<file path="config.mk">
export PLATFORM = sky130hd
export DESIGN_NAME = fetch_unit
export DESIGN_NICKNAME = d
export VERILOG_FILES = /design/src/rtl/fetch_unit.sv
export SDC_FILE = /design/constraint.sdc
export NUM_CORES = 1
export LEC_CHECK = 0
export BUFFER_PORTS_ARGS = -buffer_cell sky130_fd_sc_hd__buf_2
export CAP_MARGIN = 20
export CORE_MARGIN = 3
export CORE_UTILIZATION = 55
export CTS_CLUSTER_SIZE = 10
export DETAILED_ROUTE_END_ITERATION = 7
export PLACE_DENSITY_LB_ADDON = 0.08
export REMOVE_ABC_BUFFERS = 1
export SYNTH_ARGS = -nofsm -noshare
export SYNTH_HDL_FRONTEND = slang
export SYNTH_SLANG_ARGS = --single-unit
</file>
<file path="constraint.sdc">
create_clock -name clk -period 4.37 [get_ports clk]
set_clock_uncertainty 0.1 [all_clocks]
set_input_delay 0.2185 -clock clk [delete_from_list [all_inputs] [get_ports clk]]
set_output_delay 0.2185 -clock clk [all_outputs]
set_load 0.02 [all_outputs]
</file>
<file path="src/rtl/fetch_unit.sv">
// In-order fetch with a DEPTH-slot request/response queue, redirect flushing; FETCH_PERF_EN adds perf counters.
// First instruction reaches decode 2 cycles after the first request; inst_ready low holds the head and stops issue once full.
module fetch_unit #(
  parameter logic [31:0] RESET_PC = 32'h0000_0000,
  parameter int unsigned DEPTH    = 2
) (
  input  logic        clk,
  input  logic        rst,
  input  logic [31:0] pc_current,
  output logic [31:0] pc_next,
  output logic        imem_req_valid,
  output logic [31:0] imem_req_addr,
  input  logic        imem_req_ready,
  input  logic        imem_rsp_valid,
  input  logic [31:0] imem_rsp_data,
  input  logic        redirect_valid,
  input  logic [31:0] redirect_pc,
  output logic        inst_valid,
  output logic [31:0] inst_data,
  output logic [31:0] inst_pc,
  input  logic        inst_ready
`ifdef FETCH_PERF_EN
  ,
  output logic [31:0] perf_fetched,
  output logic [31:0] perf_stall
`endif
);
  localparam int unsigned PW  = $clog2(DEPTH);
  localparam int unsigned CW  = $clog2(DEPTH + 1);
  localparam int unsigned DW  = 8;
  localparam int unsigned DSW = DW + 1;
  localparam logic [PW-1:0] P_ONE  = PW'(1);
  localparam logic [CW-1:0] C_FULL = CW'(DEPTH);

  typedef enum logic {BOOT, RUN} state_t;

  state_t           state_q, state_d;
  logic [31:0]      slot_pc_q   [DEPTH];
  logic [31:0]      slot_pc_d   [DEPTH];
  logic [31:0]      slot_data_q [DEPTH];
  logic [31:0]      slot_data_d [DEPTH];
  logic [DEPTH-1:0] filled_q, filled_d;
  logic [PW-1:0]    head_q, head_d, tail_q, tail_d, fill_q, fill_d;
  logic [CW-1:0]    used_q, used_d, pend_q, pend_d;
  logic [DW-1:0]    drop_q, drop_d;
  logic [DW:0]      drop_sum;
  logic             req_fire, pop, rsp_fill, unused_redir_lsb;

  assign unused_redir_lsb = ^redirect_pc[1:0];
  assign imem_req_valid   = (state_q == RUN) && (used_q < C_FULL) && !redirect_valid;
  assign imem_req_addr    = pc_current;
  assign req_fire         = imem_req_valid && imem_req_ready;
  assign inst_valid       = filled_q[head_q];
  assign inst_data        = slot_data_q[head_q];
  assign inst_pc          = slot_pc_q[head_q];
  assign pop              = inst_valid && inst_ready;
  assign rsp_fill         = imem_rsp_valid && (drop_q == '0) && (pend_q != '0);

  always_comb begin
    if (redirect_valid)  pc_next = {redirect_pc[31:2], 2'b00};
    else if (req_fire)   pc_next = pc_current + 32'd4;
    else                 pc_next = pc_current;
  end

  always_comb begin
    state_d = state_q;
    case (state_q)
      BOOT:    state_d = RUN;
      RUN:     state_d = RUN;
      default: state_d = BOOT;
    endcase
  end

  always_comb begin
    slot_pc_d   = slot_pc_q;
    slot_data_d = slot_data_q;
    filled_d    = filled_q;
    head_d      = head_q;
    tail_d      = tail_q;
    fill_d      = fill_q;
    used_d      = used_q;
    pend_d      = pend_q;
    drop_sum    = {1'b0, drop_q};
    if (redirect_valid) begin
      filled_d = '0;
      head_d   = '0;
      tail_d   = '0;
      fill_d   = '0;
      used_d   = '0;
      pend_d   = '0;
      // Every unfilled slot becomes junk in flight; a response landing now is one of those.
      drop_sum = {1'b0, drop_q} + DSW'(pend_q) - DSW'(imem_rsp_valid);
    end else begin
      if (imem_rsp_valid && (drop_q != '0)) drop_sum = {1'b0, drop_q} - DSW'(1);
      if (rsp_fill) begin
        slot_data_d[fill_q] = imem_rsp_data;
        filled_d[fill_q]    = 1'b1;
        fill_d              = fill_q + P_ONE;
      end
      if (pop) begin
        filled_d[head_q] = 1'b0;
        head_d           = head_q + P_ONE;
      end
      if (req_fire) begin
        slot_pc_d[tail_q] = pc_current;
        tail_d            = tail_q + P_ONE;
      end
      used_d = used_q + CW'(req_fire) - CW'(pop);
      pend_d = pend_q + CW'(req_fire) - CW'(rsp_fill);
    end
    drop_d = drop_sum[DW-1:0];
  end

  always_ff @(posedge clk or negedge rst) begin
    if (!rst) begin
      state_q <= BOOT;
      for (int i = 0; i < int'(DEPTH); i++) begin
        slot_pc_q[i]   <= '0;
        slot_data_q[i] <= '0;
      end
      filled_q <= '0;
      head_q   <= '0;
      tail_q   <= '0;
      fill_q   <= '0;
      used_q   <= '0;
      pend_q   <= '0;
      drop_q   <= '0;
    end else begin
      state_q     <= state_d;
      slot_pc_q   <= slot_pc_d;
      slot_data_q <= slot_data_d;
      filled_q    <= filled_d;
      head_q      <= head_d;
      tail_q      <= tail_d;
      fill_q      <= fill_d;
      used_q      <= used_d;
      pend_q      <= pend_d;
      drop_q      <= drop_d;
    end
  end

`ifdef FETCH_PERF_EN
  logic [31:0] perf_fetched_q, perf_fetched_d, perf_stall_q, perf_stall_d;

  always_comb begin
    perf_fetched_d = perf_fetched_q + 32'(pop && !redirect_valid);
    perf_stall_d   = perf_stall_q + 32'((state_q == RUN) && !inst_valid);
  end

  always_ff @(posedge clk or negedge rst) begin
    if (!rst) begin
      perf_fetched_q <= '0;
      perf_stall_q   <= '0;
    end else begin
      perf_fetched_q <= perf_fetched_d;
      perf_stall_q   <= perf_stall_d;
    end
  end

  assign perf_fetched = perf_fetched_q;
  assign perf_stall   = perf_stall_q;
`endif

`ifndef SYNTHESIS
  a_rsp_orphan: assert property (@(posedge clk) disable iff (!rst)
    imem_rsp_valid |-> ((pend_q != '0) || (drop_q != '0)))
    else $error("fetch_unit: response with no unfilled slot and no drop pending");
  a_drop_ovf: assert property (@(posedge clk) disable iff (!rst) !drop_sum[DW])
    else $error("fetch_unit: drop count overflow");
  a_boot_pc: assert property (@(posedge clk) disable iff (!rst)
    (state_q == BOOT) |-> (pc_current == RESET_PC))
    else $error("fetch_unit: pc register not at RESET_PC after reset");
`endif
endmodule

</file>
# [Word-level counts from Yosys, hierarchy flattened]
# Cells that the tools add are included.
[word_totals] ff_bits=146 output_inout_bits=130
[classes] n_bitwise=7 add_sub_neg=11 n_mux=34 order_cmp=10 reduce_logical=21
[op_table] operator="32-bit two-way mux" n=10
[op_table] operator="64-bit bitwise mux" n=2
[op_table] operator="32-bit demux with 1-bit select" n=2
[op_table] operator="32-bit by 3-bit adder with 32-bit output, second input constant" n=1
[op_table] operator="8-bit two-way mux" n=2
[op_table] operator="2-bit two-way mux" n=6
[op_table] operator="1-bit logical AND" n=11
[op_table] operator="1-bit two-way mux" n=10
[op_table] operator="2-bit nonzero test" n=5
[op_table] operator="8-bit by 2-bit adder with 8-bit output" n=1
[op_table] operator="8-bit zero test" n=1
[op_table] operator="8-bit nonzero test" n=1
[op_table] operator="8-bit by 1-bit subtractor with 8-bit output" n=1
[op_table] operator="8-bit by 1-bit subtractor with 8-bit output, second input constant" n=1
[op_table] operator="2-bit >= comparator, second input constant" n=3
[op_table] operator="1-bit NOT with 2-bit output" n=3
[op_table] operator="2-bit by 1-bit adder with 2-bit output" n=2
[op_table] operator="1-bit by 2-bit less-than comparator with 1-bit output, second input constant" n=2
[op_table] operator="2-bit by 1-bit less-than comparator with 1-bit output, second input constant" n=2
[op_table] operator="2-bit AND reduction" n=2
[op_table] operator="2-bit by 1-bit subtractor with 2-bit output" n=2
[op_table] operator="1-bit adder, second input constant" n=3
[op_table] operator="2-bit AND" n=1
[op_table] operator="1-bit demux with 1-bit select" n=2
[op_table] operator="6 further kinds" n=7

# [Longest topological paths before layout]
# Gate-level depths: netlist of the first run.
[logic_depth] ltp_word=10 mapped_depth=11 ltp_nobuf=11

# [Least setup slack after synthesis of the first run]
# Ideal clock, no wire load.
[synth_timing] path_kind="reg2reg" startpoint="reg drop_q[5]" endpoint="reg slot_data_q[21] (netlist bit)" setup_time_ns=0.125 stages_incl_launch_ff=8 slack_ns=1.972 arrival_time_ns=2.173 synth_period_minus_slack_ns=2.398 cell_sequence="dfrtp_1 > inv_1 > ha_1 > nand4_1 > or2_1 > nor3b_1 > buf_2 > mux2_2"
[synth_between] elab_chain_len=4
[synth_lines] item="start, declared" line="45" source="logic [DW-1:0] drop_q, drop_d;"
[synth_lines] item="start signal, assigned" line="138" source="drop_q <= drop_d;"
[synth_lines] item="8-bit zero test" line="57" source="assign rsp_fill = imem_rsp_valid && (drop_q == '0) && (pend_q != '0);"
[synth_lines] item="1-bit logical AND (2 in a row)" line="57"
[synth_lines] item="2-bit AND reduction (no line)"
[synth_lines] item="end signal, assigned" line="131" source="slot_data_q <= slot_data_d;"
[synth_lines] item="end, declared" line="40" source="logic [31:0] slot_data_q [DEPTH];"
# No other way between the ends.
# A chain may end at the register's enable or synchronous reset.

# [Worst setup path in the final report of the first run]
[layout_timing] startpoint="reg used_q[1]" endpoint="out pc_next[15]"
[layout_between] elab_chain_len=6
[layout_lines] item="start, declared" line="44" source="logic [CW-1:0] used_q, used_d, pend_q, pend_d;"
[layout_lines] item="start signal, assigned" line="136" source="used_q <= used_d;"
[layout_lines] item="2-bit less-than comparator" line="50" source="assign imem_req_valid = (state_q == RUN) && (used_q < C_FULL) && !redirect_valid;"
[layout_lines] item="1-bit logical AND (2 in a row)" line="50"
[layout_lines] item="1-bit logical AND" line="52" source="assign req_fire = imem_req_valid && imem_req_ready;"
[layout_lines] item="32-bit two-way mux" line="61" source="else if (req_fire) pc_next = pc_current + 32'd4;"
[layout_lines] item="32-bit two-way mux" line="60" source="if (redirect_valid) pc_next = {redirect_pc[31:2], 2'b00};"
[layout_lines] item="end, declared" line="10" source="output logic [31:0] pc_next,"
# No other way between the ends.

==> results of run 1 <==
==> sequential cells by signal (all words and copies together), names as in the netlist, 2 cells and up <==
| name | count |
|---|---|
| pend_q | 2 |
| slot_pc_q | 64 |
| slot_data_q | 64 |
| drop_q | 8 |
| used_q | 2 |
| filled_q | 2 |
==> worst paths after layout <==
kind | start | to | slack [ns] | cells past startpoint
setup / recovery | used_q[1]$_DFF_PN0_ | pc_next[15] | 1.23 | 7
hold / removal | pc_current[14] | slot_pc_q[14]$_DFFE_PN0P_ | 0.02 | 2
setup reg to reg | drop_q[1]$_DFFE_PN0P_ | drop_q[7]$_DFFE_PN0P_ | 1.74 | 9
hold reg to reg | slot_data_q[13]$_DFFE_PN0P_ | slot_data_q[13]$_DFFE_PN0P_ | 0.38 | 1
max in group asynchronous | rst | slot_pc_q[57]$_DFFE_PN0P_ | 2.76 | 3
min in group asynchronous | rst | slot_pc_q[34]$_DFFE_PN0P_ | 0.34 | 2
==> cell type report <==
type	count	area, µm²
clock buffers	21	480
clock inverters	11	103
fillers	992	3990
inverters	25	93.8
multi-input cells	451	3910
flip-flops and latches	146	3650
well taps	180	225
repair buffers	274	1590
==> layer usage <==
layer  up-vias  GRT usage
met3        33     0.0581
met2       176      0.426
met1      2961      0.285
met5         -          0
met4         0     0.0839
li1       2817          -
==> cell usage in the layout, fill, tap and decap left out, types with 4 or more instances in the layout <==
cell type / Yosys / final
and2_1: 6 / 6
nand3_1: 11 / 11
nor2_1: 16 / 15
a21oi_1: 10 / 10
o21ai_1: 12 / 12
dlygate4sd3_1: 0 / 39
clkbuf_16: 0 / 17
nand4_1: 9 / 9
mux2_2: 164 / 164
buf_4: 32 / 6
inv_1: 24 / 24
nand2_1: 47 / 47
nor2b_1: 6 / 6
buf_2: 6 / 228
and4_1: 6 / 6
xor2_1: 20 / 20
dfrtp_1: 146 / 145
clkbuf_8: 0 / 4
o21ai_0: 23 / 23
xnor2_1: 26 / 26
mux2_1: 29 / 29
clkinvlp_4: 0 / 6
nor3_1: 10 / 9
ha_1: 23 / 23
==> repair_timing <==
item / 4_1_cts / 5_1_grt
hold buffers: 39 / 0
setup buffers: 0 / 0
setup endpoints to repair: 0 / 0
hold endpoints to repair: 185 / 0
==> metrics by stage <==
| step | setup WS (ns) | total power [mW] |
|---|---|---|
| 6_report | 1.23 | 4.34 |
| 5_1_grt | 1.11 | 4.60 |
| 4_1_cts | 1.19 | 4.38 |
| 3_5_place_dp | 1.65 | 2.93 |
| 3_3_place_gp | 1.72 | 2.86 |
| 2_1_floorplan | 0.0465 | 2.51 |
==> critical path, delay by kind of cell, from the launching register on <==
family	cells	cell delay, ns
muxes	1	0.25
buffers and inverters	2	0.27
xor gates and xnor gates	1	0.16
and+or+nand+nor	3	1.32
DFF	1	0.40
==> power breakdown <==
part	internal [mW]	switching, mW	total [mW]
combinational	0.591	0.679	1.27
clock	0.843	0.555	1.40
sequential	1.56	0.113	1.67
==> logic make-up (layout without fill, tap and decap cells) <==
family,after synthesis,in the layout,share of synthesized area
fa+ha+maj,24,24,0.0384
mux,195,195,0.274
other cells,1,1,0.000468
flops,146,146,0.456
buf+inv,90,331,0.0581
xor+xnor,46,46,0.0503
simple gates,128,128,0.0825
compound gates,57,57,0.0403
==> results.json, run 1 <==
{
  "dp_cells": 1037,
  "htreeDepth": 4,
  "diodes": 0,
  "dieHeight_um": 127,
  "clock_latency_ns": 0.41,
  "ys_types": 48,
  "track_usage": 0.240,
  "cts.sinks": 146,
  "port-buffer-count": 229,
  "met3_length_mm": 1.06,
  "vias": 5987,
  "setup_viol": 0,
  "synth.most_common_cell": "mux2_2",
  "required_ns": 4.05,
  "yosys-top-cells-count": "mux2_2 (164), dfrtp_1 (146), nand2_1 (47)",
  "holdWs_ns": 0.0226,
  "die_width_um": 127,
  "initial_utilization": 0.570,
  "place_area_mm2": 0.00908,
  "cpMaxStageDelayCell": "nor4_2",
  "stdcell_count": 1108,
  "endpoint_kind": "output pin",
  "tightest_slew_ns": 1.06,
  "dr.max_layer_used": "met4",
  "power_per_cell_area_mw_per_mm2": 431,
  "maxCapViolCount": 0,
  "netlist.area_leader.share": 0.456,
  "cts-buffers-inserted": 17,
  "max_freq_ghz": 0.318,
  "async_reset_ff_frac": 1.00,
  "place_hpwl_mm": 12.9,
  "dr.pass1.iters": 4,
  "fin_crit_ns": 3.14,
  "num_rows": 43,
  "worstPathArrival_ns": 2.82,
  "final_util": 0.716,
  "ioPinCount": 232,
  "cts_root_buffer": "clkbuf_16",
  "drive_above_1_share": 0.476,
  "clock_path_buffers": 2,
  "startpoint_type": "register",
  "synth_ff_type": "dfrtp_1",
  "leakage_nw": 5.04,
  "areaGrowthSynthToFinish_pct": 25.5,
  "drt_iter0_drc": 256,
  "gp_congestion": 0.875,
  "rsz0062_at_grt": "false",
  "wl_met1_mm": 7.67,
  "ir_worst_vdd_mv": 0.284,
  "status": "completed",
  "syn_area_per_cell_um2": 11.7,
  "wl_met2_mm": 9.85,
  "die-area_mm2": 0.0160,
  "crit_path_max_fanout": 6,
  "yosys.area.top_type": "dfrtp_1",
  "crit_chain": "and4bb_2, inv_2, nor4_2, nand2_1, xnor2_1, mux2_2, buf_2",
  "synth_edf_count": 0,
  "hold_viol": 0,
  "ant_nets": 0,
  "slowest_delay_ns": 0.76,
  "worst_slew_margin_rel": 0.292,
  "clk_pin_slew_worst_paths_ns": 0.06,
  "synth_area_mm2": 0.00801,
  "grt_pass1_wl_mm": 31.4,
  "period_share": 0.719,
  "slew_violations": 0,
  "synth-seq-cells": 146,
  "final_area_mm2": 0.0101,
  "synthTopCellsByArea": "dfrtp_1 (46%), mux2_2 (23%), mux2_1 (4.1%)",
  "ys_warn_count": 0,
  "drc": 0,
  "grt_overflow": 0,
  "wire_per_inst_um": 17.1,
  "drt_wl_total_mm": 18.9,
  "nNetsFinal": 1041,
  "synthCells": 687,
  "worstHoldPathType": "in2reg",
  "core_area_mm2": 0.0140,
  "cts_tree": "done",
  "crit_type": "reg2out",
  "ctsResizeCount": 0,
  "first_global_vias": 6425,
  "tns_ns": 0,
  "antenna_found_initial": 0,
  "ys_seq_area_frac": 0.456,
  "vias_per_cell": 5.40,
  "grt_max_degree": 111
}
(Power assumes the default switching activity.)
==> run 2, diff against run 1 <==
--- a/config.mk
+++ b/config.mk
@@ -8,7 +8,7 @@
 export BUFFER_PORTS_ARGS = -buffer_cell sky130_fd_sc_hd__buf_2
 export CAP_MARGIN = 20
 export CORE_MARGIN = 3
-export CORE_UTILIZATION = 55
+export CORE_UTILIZATION = 53
 export CTS_CLUSTER_SIZE = 10
 export DETAILED_ROUTE_END_ITERATION = 7
 export PLACE_DENSITY_LB_ADDON = 0.08
==> constraint.sdc (replaced) <==
create_clock -name clk -period 3.3 [get_ports clk]
set_clock_uncertainty 0.1 [all_clocks]
set_input_delay 0.165 -clock clk [delete_from_list [all_inputs] [get_ports clk]]
set_output_delay 0.165 -clock clk [all_outputs]
set_load 0.02 [all_outputs]
==> results.json, run 2 (synthesized netlist as in run 1, its figures left out) <==
{
  "final_common_cell": "buf_2",
  "ir_worst_vdd_mv": 0.340,
  "status": "completed",
  "grt_max_degree": 88,
  "setup_viol": 0,
  "switching_power_mw": 1.81,
  "vias_per_cell": 5.26,
  "crit_type": "reg2out",
  "required_ns": 3.03,
  "place_hpwl_mm": 12.9,
  "reg_top3": "slot_data_q x64, slot_pc_q x64, drop_q x8",
  "p_seq_frac": 0.374,
  "drt_wl_total_mm": 18.9,
  "areaGrowthSynthToFinish_pct": 28.7,
  "use_met3": 0.0614,
  "cts_setup_buffers": 0,
  "track_usage": 0.228,
  "gp_congestion": 0.810,
  "ant_nets": 0,
  "grt_overflow": 0,
  "drt_iter0_drc": 194,
  "power_per_cell_area_mw_per_mm2": 572,
  "num_rows": 44,
  "cts_root_buffer": "clkbuf_16",
  "dieHeight_um": 129,
  "htreeDepth": 4,
  "top_usage_layer": "met2",
  "ioPinCount": 232,
  "ctsResizeCount": 0,
  "dr.pass1.iters": 4,
  "hold_viol": 0,
  "final_util": 0.704,
  "cts.sinks": 146,
  "nNetsFinal": 1063,
  "max_freq_ghz": 0.338,
  "n_fill_cell": 1079,
  "drc": 0,
  "first_global_vias": 6117,
  "clock_latency_ns": 0.41,
  "maxCapViolCount": 0,
  "startpoint_type": "register",
  "cts-buffers-inserted": 17,
  "die_width_um": 129,
  "period_share": 0.897,
  "diodes": 0,
  "intPower_mw": 4.09,
  "rsz0062_at_grt": "false",
  "grt_pass1_wl_mm": 30.0,
  "worstHoldPathType": "in2reg",
  "initial_utilization": 0.547,
  "fin_crit_ns": 2.96,
  "finalPower_mw": 5.90,
  "worst_slew_margin_rel": 0.360,
  "endpoint_kind": "output pin",
  "drive_above_1_share": 0.466,
  "comb_power_share": 0.289,
  "slew_violations": 0,
  "die-area_mm2": 0.0166,
  "grt_use_met1": 0.278,
  "leakage_nw": 5.16,
  "tightest_slew_ns": 0.960,
  "wire_per_inst_um": 16.7,
  "layout_common_cells": "buf_2 (228), mux2_2 (164), dfrtp_1 (145)",
  "core_area_mm2": 0.0146,
  "worstPathArrival_ns": 2.69,
  "vias": 5964,
  "sw_frac_of_total": 0.307,
  "port-buffer-count": 229,
  "antenna_found_initial": 0,
  "power.share.clock": 0.338,
  "crit_path_max_fanout": 6,
  "grtUsageMet2": 0.393,
  "clk_pin_slew_worst_paths_ns": 0.06,
  "cts_tree": "done",
  "clock_path_buffers": 2
}
## run 2: cell types whose count changed in the layout (fill, tap and decap cells not counted)
cell / before / now
clkinv_4: 1 / 4
bufinv_16: 1 / 3
clkbuf_1: 0 / 1
clkinv_2: 2 / 1
clkbuf_8: 4 / 1
clkinvlp_4: 6 / 0
dlygate4sd3_1: 39 / 59
inv_6: 1 / 5
buf_4: 6 / 8
## run 2: power groups by stage
stage | clock network (mW) | logic [mW] | registers [mW]
final | 1.99 | 1.70 | 2.21
after CTS | 2.03 | 1.71 | 2.20
after floorplan | 0 | 1.14 | 2.19
after global placement | 0 | 1.58 | 2.21
after detailed placement | 0 | 1.65 | 2.23
after global routing | 2.12 | 1.88 | 2.24
## run 2: final timing paths
path / start / to / slack [ns] / cells past startpoint
setup / recovery: used_q[1]$_DFF_PN0_ / pc_next[31] / 0.34 / 7
hold / removal: pc_current[13] / slot_pc_q[45]$_DFFE_PN0P_ / 0.02 / 2
setup reg to reg: drop_q[5]$_DFFE_PN0P_ / pend_q[1]$_DFF_PN0_ / 0.62 / 11
hold reg to reg: slot_data_q[3]$_DFFE_PN0P_ / slot_data_q[3]$_DFFE_PN0P_ / 0.39 / 1
max in group asynchronous: rst / slot_pc_q[13]$_DFFE_PN0P_ / 1.82 / 3
min in group asynchronous: rst / drop_q[6]$_DFFE_PN0P_ / 0.27 / 2
## run 2: critical path, stage by stage, from the launching register on
cell and delay [ns]:
dfrtp_1 0.41, and4bb_2 0.36, inv_2 0.10, or4_4 0.60, nor4_2 0.28, xor2_1 0.11, mux2_2 0.27, buf_2 0.16
## run 2: layout make-up
| class | count | area [µm²] | area share |
|---|---|---|---|
| well taps | 184 | 230 | 0.0223 |
| flip-flops and latches | 146 | 3650 | 0.355 |
| inverters | 25 | 93.8 | 0.00910 |
| clock inverters | 13 | 174 | 0.0169 |
| clock buffers | 19 | 443 | 0.0430 |
| repair buffers | 296 | 1800 | 0.175 |
| multi-input cells | 451 | 3910 | 0.379 |
## run 2: layer usage
metal | part of all wire | routed length [µm] | vias up
met1 | 0.42 | 8010 | 2902
met3 | 0.060 | 1130 | 23
met4 | 0.016 | 300 | 0
met5 | 0 | 0 | -
met2 | 0.50 | 9480 | 175
li1 | - | - | 2864
## run 2: timing repair
action,CTS,global route
endpoints found under the setup margin,0,0
hold buffers,59,0
endpoints found under the hold margin,191,0
## run 2: through the flow
step	hold WS, ns	area, µm²	TNS (ns)	cells	worst slack (ns)
after floorplan	-0.231	7640	-54.78	622	-1.02
after global placement	0.151	9100	0	1043	0.692
after detailed placement	0.163	9100	0	1043	0.646
after CTS	0.00148	10300	0	1134	0.298
after global routing	0.00617	10300	0	1134	0.156
final	0.0217	10300	0	1134	0.340
